<file path="config.mk">
export PLATFORM = sky130hd
export DESIGN_NAME = tt_mux_sel_driver
export DESIGN_NICKNAME = d
export VERILOG_FILES = /design/src/rtl/tt_mux_sel_driver.sv
export SDC_FILE = /design/constraint.sdc
export NUM_CORES = 1
export LEC_CHECK = 0
export BUFFER_PORTS_ARGS = -buffer_cell sky130_fd_sc_hd__clkbuf_2
export CAP_MARGIN = 10
export CORE_ASPECT_RATIO = 0.9
export CORE_MARGIN = 2
export CORE_UTILIZATION = 50
export CTS_CLUSTER_SIZE = 10
export DETAILED_ROUTE_END_ITERATION = 8
export PLACE_DENSITY_LB_ADDON = 0.25
export SLEW_MARGIN = 25
export SYNTH_ARGS = -nofsm -noshare
export SYNTH_HDL_FRONTEND = slang
export SYNTH_SLANG_ARGS = --single-unit
</file>
<file path="constraint.sdc">
create_clock -name clk -period 6.2 [get_ports clk]
set_clock_uncertainty 0.1 [all_clocks]
set_input_delay 0.93 -clock clk [delete_from_list [all_inputs] [get_ports clk]]
set_output_delay 0.93 -clock clk [all_outputs]
set_load 0.005 [all_outputs]
</file>
<file path="src/rtl/tt_mux_sel_driver.sv">
// Self-timed sequencer for the tile mux selector: reset, N increment pulses, then enable.
// Optional MUX_SEL_FAST_PATH_EN: step forward from the current selection instead of resetting.
module tt_mux_sel_driver #(
    parameter int ADDR_W    = 10,
    parameter int RST_CYC   = 4,
    parameter int PULSE_CYC = 2
) (
    input  logic              clk,
    input  logic              reset,
    input  logic              req_valid,
    output logic              req_ready,
    input  logic [ADDR_W-1:0] req_addr,
    output logic              busy,
    output logic              done,
    output logic [ADDR_W-1:0] cur_addr,
    output logic              ctrl_sel_rst_n,
    output logic              ctrl_sel_inc,
    output logic              ctrl_ena
);
    localparam int MAXC  = (RST_CYC > PULSE_CYC) ? RST_CYC : PULSE_CYC;
    localparam int TMR_W = $clog2(MAXC + 1);

    typedef enum logic [2:0] {IDLE, SEL_RST, GAP, INC_HI, INC_LO, ENABLE} state_t;

    state_t            state_q, state_d;
    logic [TMR_W-1:0]  tmr_q, tmr_d;
    logic [ADDR_W-1:0] cnt_q, cnt_d;
    logic [ADDR_W-1:0] addr_q, addr_d;
    logic [ADDR_W-1:0] cur_addr_q, cur_addr_d;
    logic              sel_rst_n_q, sel_rst_n_d;
    logic              inc_q, inc_d;
    logic              ena_q, ena_d;
    logic              done_q, done_d;
    logic              busy_q, busy_d;
    logic              ready_q, ready_d;
    logic              fast;

    always_ff @(posedge clk or posedge reset) begin
        if (reset) begin
            state_q     <= IDLE;
            tmr_q       <= '0;
            cnt_q       <= '0;
            addr_q      <= '0;
            cur_addr_q  <= '0;
            sel_rst_n_q <= 1'b0;
            inc_q       <= 1'b0;
            ena_q       <= 1'b0;
            done_q      <= 1'b0;
            busy_q      <= 1'b0;
            ready_q     <= 1'b1;
        end else begin
            state_q     <= state_d;
            tmr_q       <= tmr_d;
            cnt_q       <= cnt_d;
            addr_q      <= addr_d;
            cur_addr_q  <= cur_addr_d;
            sel_rst_n_q <= sel_rst_n_d;
            inc_q       <= inc_d;
            ena_q       <= ena_d;
            done_q      <= done_d;
            busy_q      <= busy_d;
            ready_q     <= ready_d;
        end
    end

`ifdef MUX_SEL_FAST_PATH_EN
    // Selector only trusted if it was not left in reset; it can only count upward.
    assign fast = sel_rst_n_q && (req_addr >= cur_addr_q);
`else
    assign fast = 1'b0;
`endif

    always_comb begin
        state_d = state_q;
        tmr_d   = tmr_q;
        cnt_d   = cnt_q;
        addr_d  = addr_q;
        case (state_q)
            IDLE: begin
                if (req_valid) begin
                    addr_d = req_addr;
                    if (fast) begin
                        cnt_d   = req_addr - cur_addr_q;
                        tmr_d   = TMR_W'(PULSE_CYC - 1);
                        state_d = (req_addr == cur_addr_q) ? ENABLE : INC_HI;
                    end else begin
                        cnt_d   = req_addr;
                        tmr_d   = TMR_W'(RST_CYC - 1);
                        state_d = SEL_RST;
                    end
                end
            end
            SEL_RST: begin
                tmr_d = tmr_q - TMR_W'(1);
                if (tmr_q == '0) begin
                    tmr_d   = TMR_W'(PULSE_CYC - 1);
                    state_d = GAP;
                end
            end
            GAP, INC_LO: begin
                tmr_d = tmr_q - TMR_W'(1);
                if (tmr_q == '0) begin
                    tmr_d   = TMR_W'(PULSE_CYC - 1);
                    state_d = (cnt_q == '0) ? ENABLE : INC_HI;
                end
            end
            INC_HI: begin
                tmr_d = tmr_q - TMR_W'(1);
                if (tmr_q == '0) begin
                    tmr_d   = TMR_W'(PULSE_CYC - 1);
                    cnt_d   = cnt_q - ADDR_W'(1);
                    state_d = INC_LO;
                end
            end
            ENABLE:  state_d = IDLE;
            default: state_d = IDLE;
        endcase
    end

    // Outputs are decoded from the next state so every pin comes straight off a flop.
    always_comb begin
        sel_rst_n_d = sel_rst_n_q;
        case (state_d)
            IDLE:    sel_rst_n_d = sel_rst_n_q;
            SEL_RST: sel_rst_n_d = 1'b0;
            default: sel_rst_n_d = 1'b1;
        endcase
        inc_d      = (state_d == INC_HI);
        done_d     = (state_d == ENABLE);
        busy_d     = (state_d != IDLE);
        ready_d    = (state_d == IDLE);
        ena_d      = (state_d == ENABLE) || ((state_d == IDLE) && ena_q);
        cur_addr_d = (state_d == ENABLE) ? addr_d : cur_addr_q;
    end

    assign req_ready      = ready_q;
    assign busy           = busy_q;
    assign done           = done_q;
    assign cur_addr       = cur_addr_q;
    assign ctrl_sel_rst_n = sel_rst_n_q;
    assign ctrl_sel_inc   = inc_q;
    assign ctrl_ena       = ena_q;
endmodule

</file>
==> flow_metrics.tcl <==
set metrics [dict create \
    status "complete, no violations" \
    synthesis.area_mm2 0.00203 \
    die_area_mm2 0.00459 \
    stdcell_area_mm2 0.00229 \
    yosys.area.top_type "dfrtp_1" \
    synth_ff_type "dfrtp_1" \
    postSynthNetCount 208 \
    drv_slew 0 \
    cp_data_required_time_ns 6.28 \
    clock_latency_ns 0.30 \
    drc 0 \
    first_iter_violations 165 \
    holdBufCountCts 0 \
    place_area_mm2 0.00218 \
    die_y_um 64.5 \
    start_util 0.533 \
    tightestPinTransition_ns 0.724 \
    port_buffers 28 \
    setup_viol 0 \
    setup_slack_ns 3.79 \
    wl_per_cell_um 15.9 \
    min_period_over_period 0.389 \
    ir_drop_v 0.000293 \
    ys_warn_count 0 \
    antenna_cells 0 \
    crit_arrival_ns 2.49 \
    cts_resized 0 \
    synth_top_area_frac 0.505 \
    num-fill-cells 300 \
    synth_cells 193 \
    utilization 0.602 \
    slew_headroom 0.516 \
    postCtsSetupRepairBufs 0 \
    hold_violations 0 \
    grt_pass1_vias 1525 \
    clock-sinks 42 \
    core_mm2 0.00381 \
    fin_crit_ns 2.41 \
    grt_max_degree 43 \
    drtAntennaViolNets 0 \
    multi_input_area_um2 895 \
    antenna_found_initial 0 \
    vias 1510 \
    critPathCaptureType "flop" \
    crit_fanout 14 \
    crit_type "flop to flop" \
    post-place-ws_ns 3.52 \
    hold_class "flop to flop" \
    synth_cell_type_count 41 \
    ys_top_cells_by_area "dfrtp_1, mux2_2, mux2_4, o21ai_0, nor2_1" \
    synth_edf_count 0 \
    fp.dieW_um 71.2 \
    nets 232 \
    syn_to_final_growth_pct 12.8 \
    finalPower_uw 1180 \
    clockRootBuffer "clkbuf_8" \
    setup_tns_ns 0 \
    wl_um 4190 \
    synth_most_common_cell "dfrtp_1" \
    dr.pass1.iters 4 \
    ys_seq_area_frac 0.518 \
    fmax_ghz 0.415 \
    maxCapViolations 0 \
    drive_gt1_frac 0.280 \
    cellLeakagePower_uw 0.00110 \
    cts_tree "built" \
    synth_commonest_cells "dfrtp_1, nor2_1, o21ai_0" \
    grt_pass1_wl_um 7380 \
    powerDensity_mw_per_mm2 516 \
    cts_buffers 5 \
    ff_latch_area_mm2 0.00105 \
    num_rows 21 \
    via_per_inst 5.72 \
    postSynthAreaPerCell_um2 10.5 \
    rsz0062_at_grt "false" \
    clock_path_buffers 2 \
    synthArstFlopShare 1.00 \
    routabilityCongestion 0.841 \
    ys_ff_latch 42 \
    grt_overflow 0 \
    startpoint_type "flop" \
    dpl.hpwl_um 2950 \
    grt_use_total 0.211 \
    clk_pin_slew_ns 0.08 \
    htreeDepth 2 \
    io_pins 29 \
]
[metal layers]
| layer | wire length (um) | part of all wire | GRT usage |
|---|---|---|---|
| met1 | 1940 | 0.46 | 0.286 |
| met2 | 2030 | 0.48 | 0.326 |
| met3 | 185 | 0.044 | 0.0591 |
| met4 | 36 | 0.0086 | 0.0778 |
| met5 | 0 | 0 | 0 |
[cell usage in the layout (no fill, tap or decap), types with 2 or more instances in the layout]
cell | Yosys | layout
dfrtp_1 | 41 | 41
clkbuf_2 | 0 | 28
nor2_1 | 24 | 24
o21ai_0 | 21 | 21
mux2_2 | 11 | 11
inv_1 | 8 | 8
mux2_4 | 8 | 8
nand2_1 | 8 | 8
a21oi_1 | 8 | 8
nor3_1 | 6 | 6
clkbuf_8 | 0 | 5
a22oi_1 | 4 | 4
a21o_1 | 3 | 3
or3_1 | 3 | 3
o211ai_1 | 3 | 3
nor4_1 | 3 | 3
nor2b_1 | 2 | 2
and3_1 | 2 | 2
nand2b_1 | 2 | 2
nand3_1 | 2 | 2
o22a_1 | 2 | 2
ha_1 | 2 | 2
[logic make-up after synthesis]
logic type	Yosys count	share of synthesized area
AO/OA/AOI/OAI	48	0.150
XOR/XNOR	1	0.00431
adder cells (fa/ha/maj)	2	0.0123
buffers and inverters	20	0.0419
flip-flops	42	0.518
multiplexers	19	0.120
AND/OR/NAND/NOR	61	0.153
[where the power goes]
part | switching, uW | internal [uW]
clock network | 94.3 | 120
registers | 103 | 400
logic | 241 | 224
[critical path: stages (launching register included)]
cell and delay [ns]:
dfrtp_1 0.52, nor2_1 0.46, and2_1 0.53, mux2_2 0.41, mux2_4 0.27
[cell type report]
| class | instances | share of cell area |
|---|---|---|
| Clock buffer | 6 | 0.0317 |
| Clock inverter | 2 | 0.0164 |
| Inverter | 8 | 0.0131 |
| Multi-Input combinational cell | 131 | 0.390 |
| Sequential cell | 42 | 0.459 |
| Tap cell | 46 | 0.0251 |
| Timing Repair Buffer | 29 | 0.0644 |
[sequential cells by signal (all words and copies together), names as in the netlist]
signal          cells
busy                1
cur_addr           10
cnt_q              10
done                1
state_q             3
ctrl_ena            1
req_ready           1
addr_q             10
tmr_q               3
ctrl_sel_rst_n      1
ctrl_sel_inc        1
[through the flow]
stage	cells	hold slack, ns
after floorplan	193	0.369
after global placement	256	0.365
after detailed placement	256	0.374
after CTS	264	0.394
after global routing	264	0.415
final	264	0.396
[worst paths after layout]
path	depth (start not counted)	end	startpoint	slack (ns)
max	4	cur_addr[5]	state_q[0]	3.79
max reg2reg	4	cur_addr[5]	state_q[0]	3.79
max in group asynchronous	3	state_q[1]	reset	5.00
min	2	ctrl_ena	ctrl_ena	0.40
min reg2reg	2	ctrl_ena	ctrl_ena	0.40
min in group asynchronous	3	cur_addr[0]	reset	0.64
No activity file was read; power rests on OpenSTA's default activity.
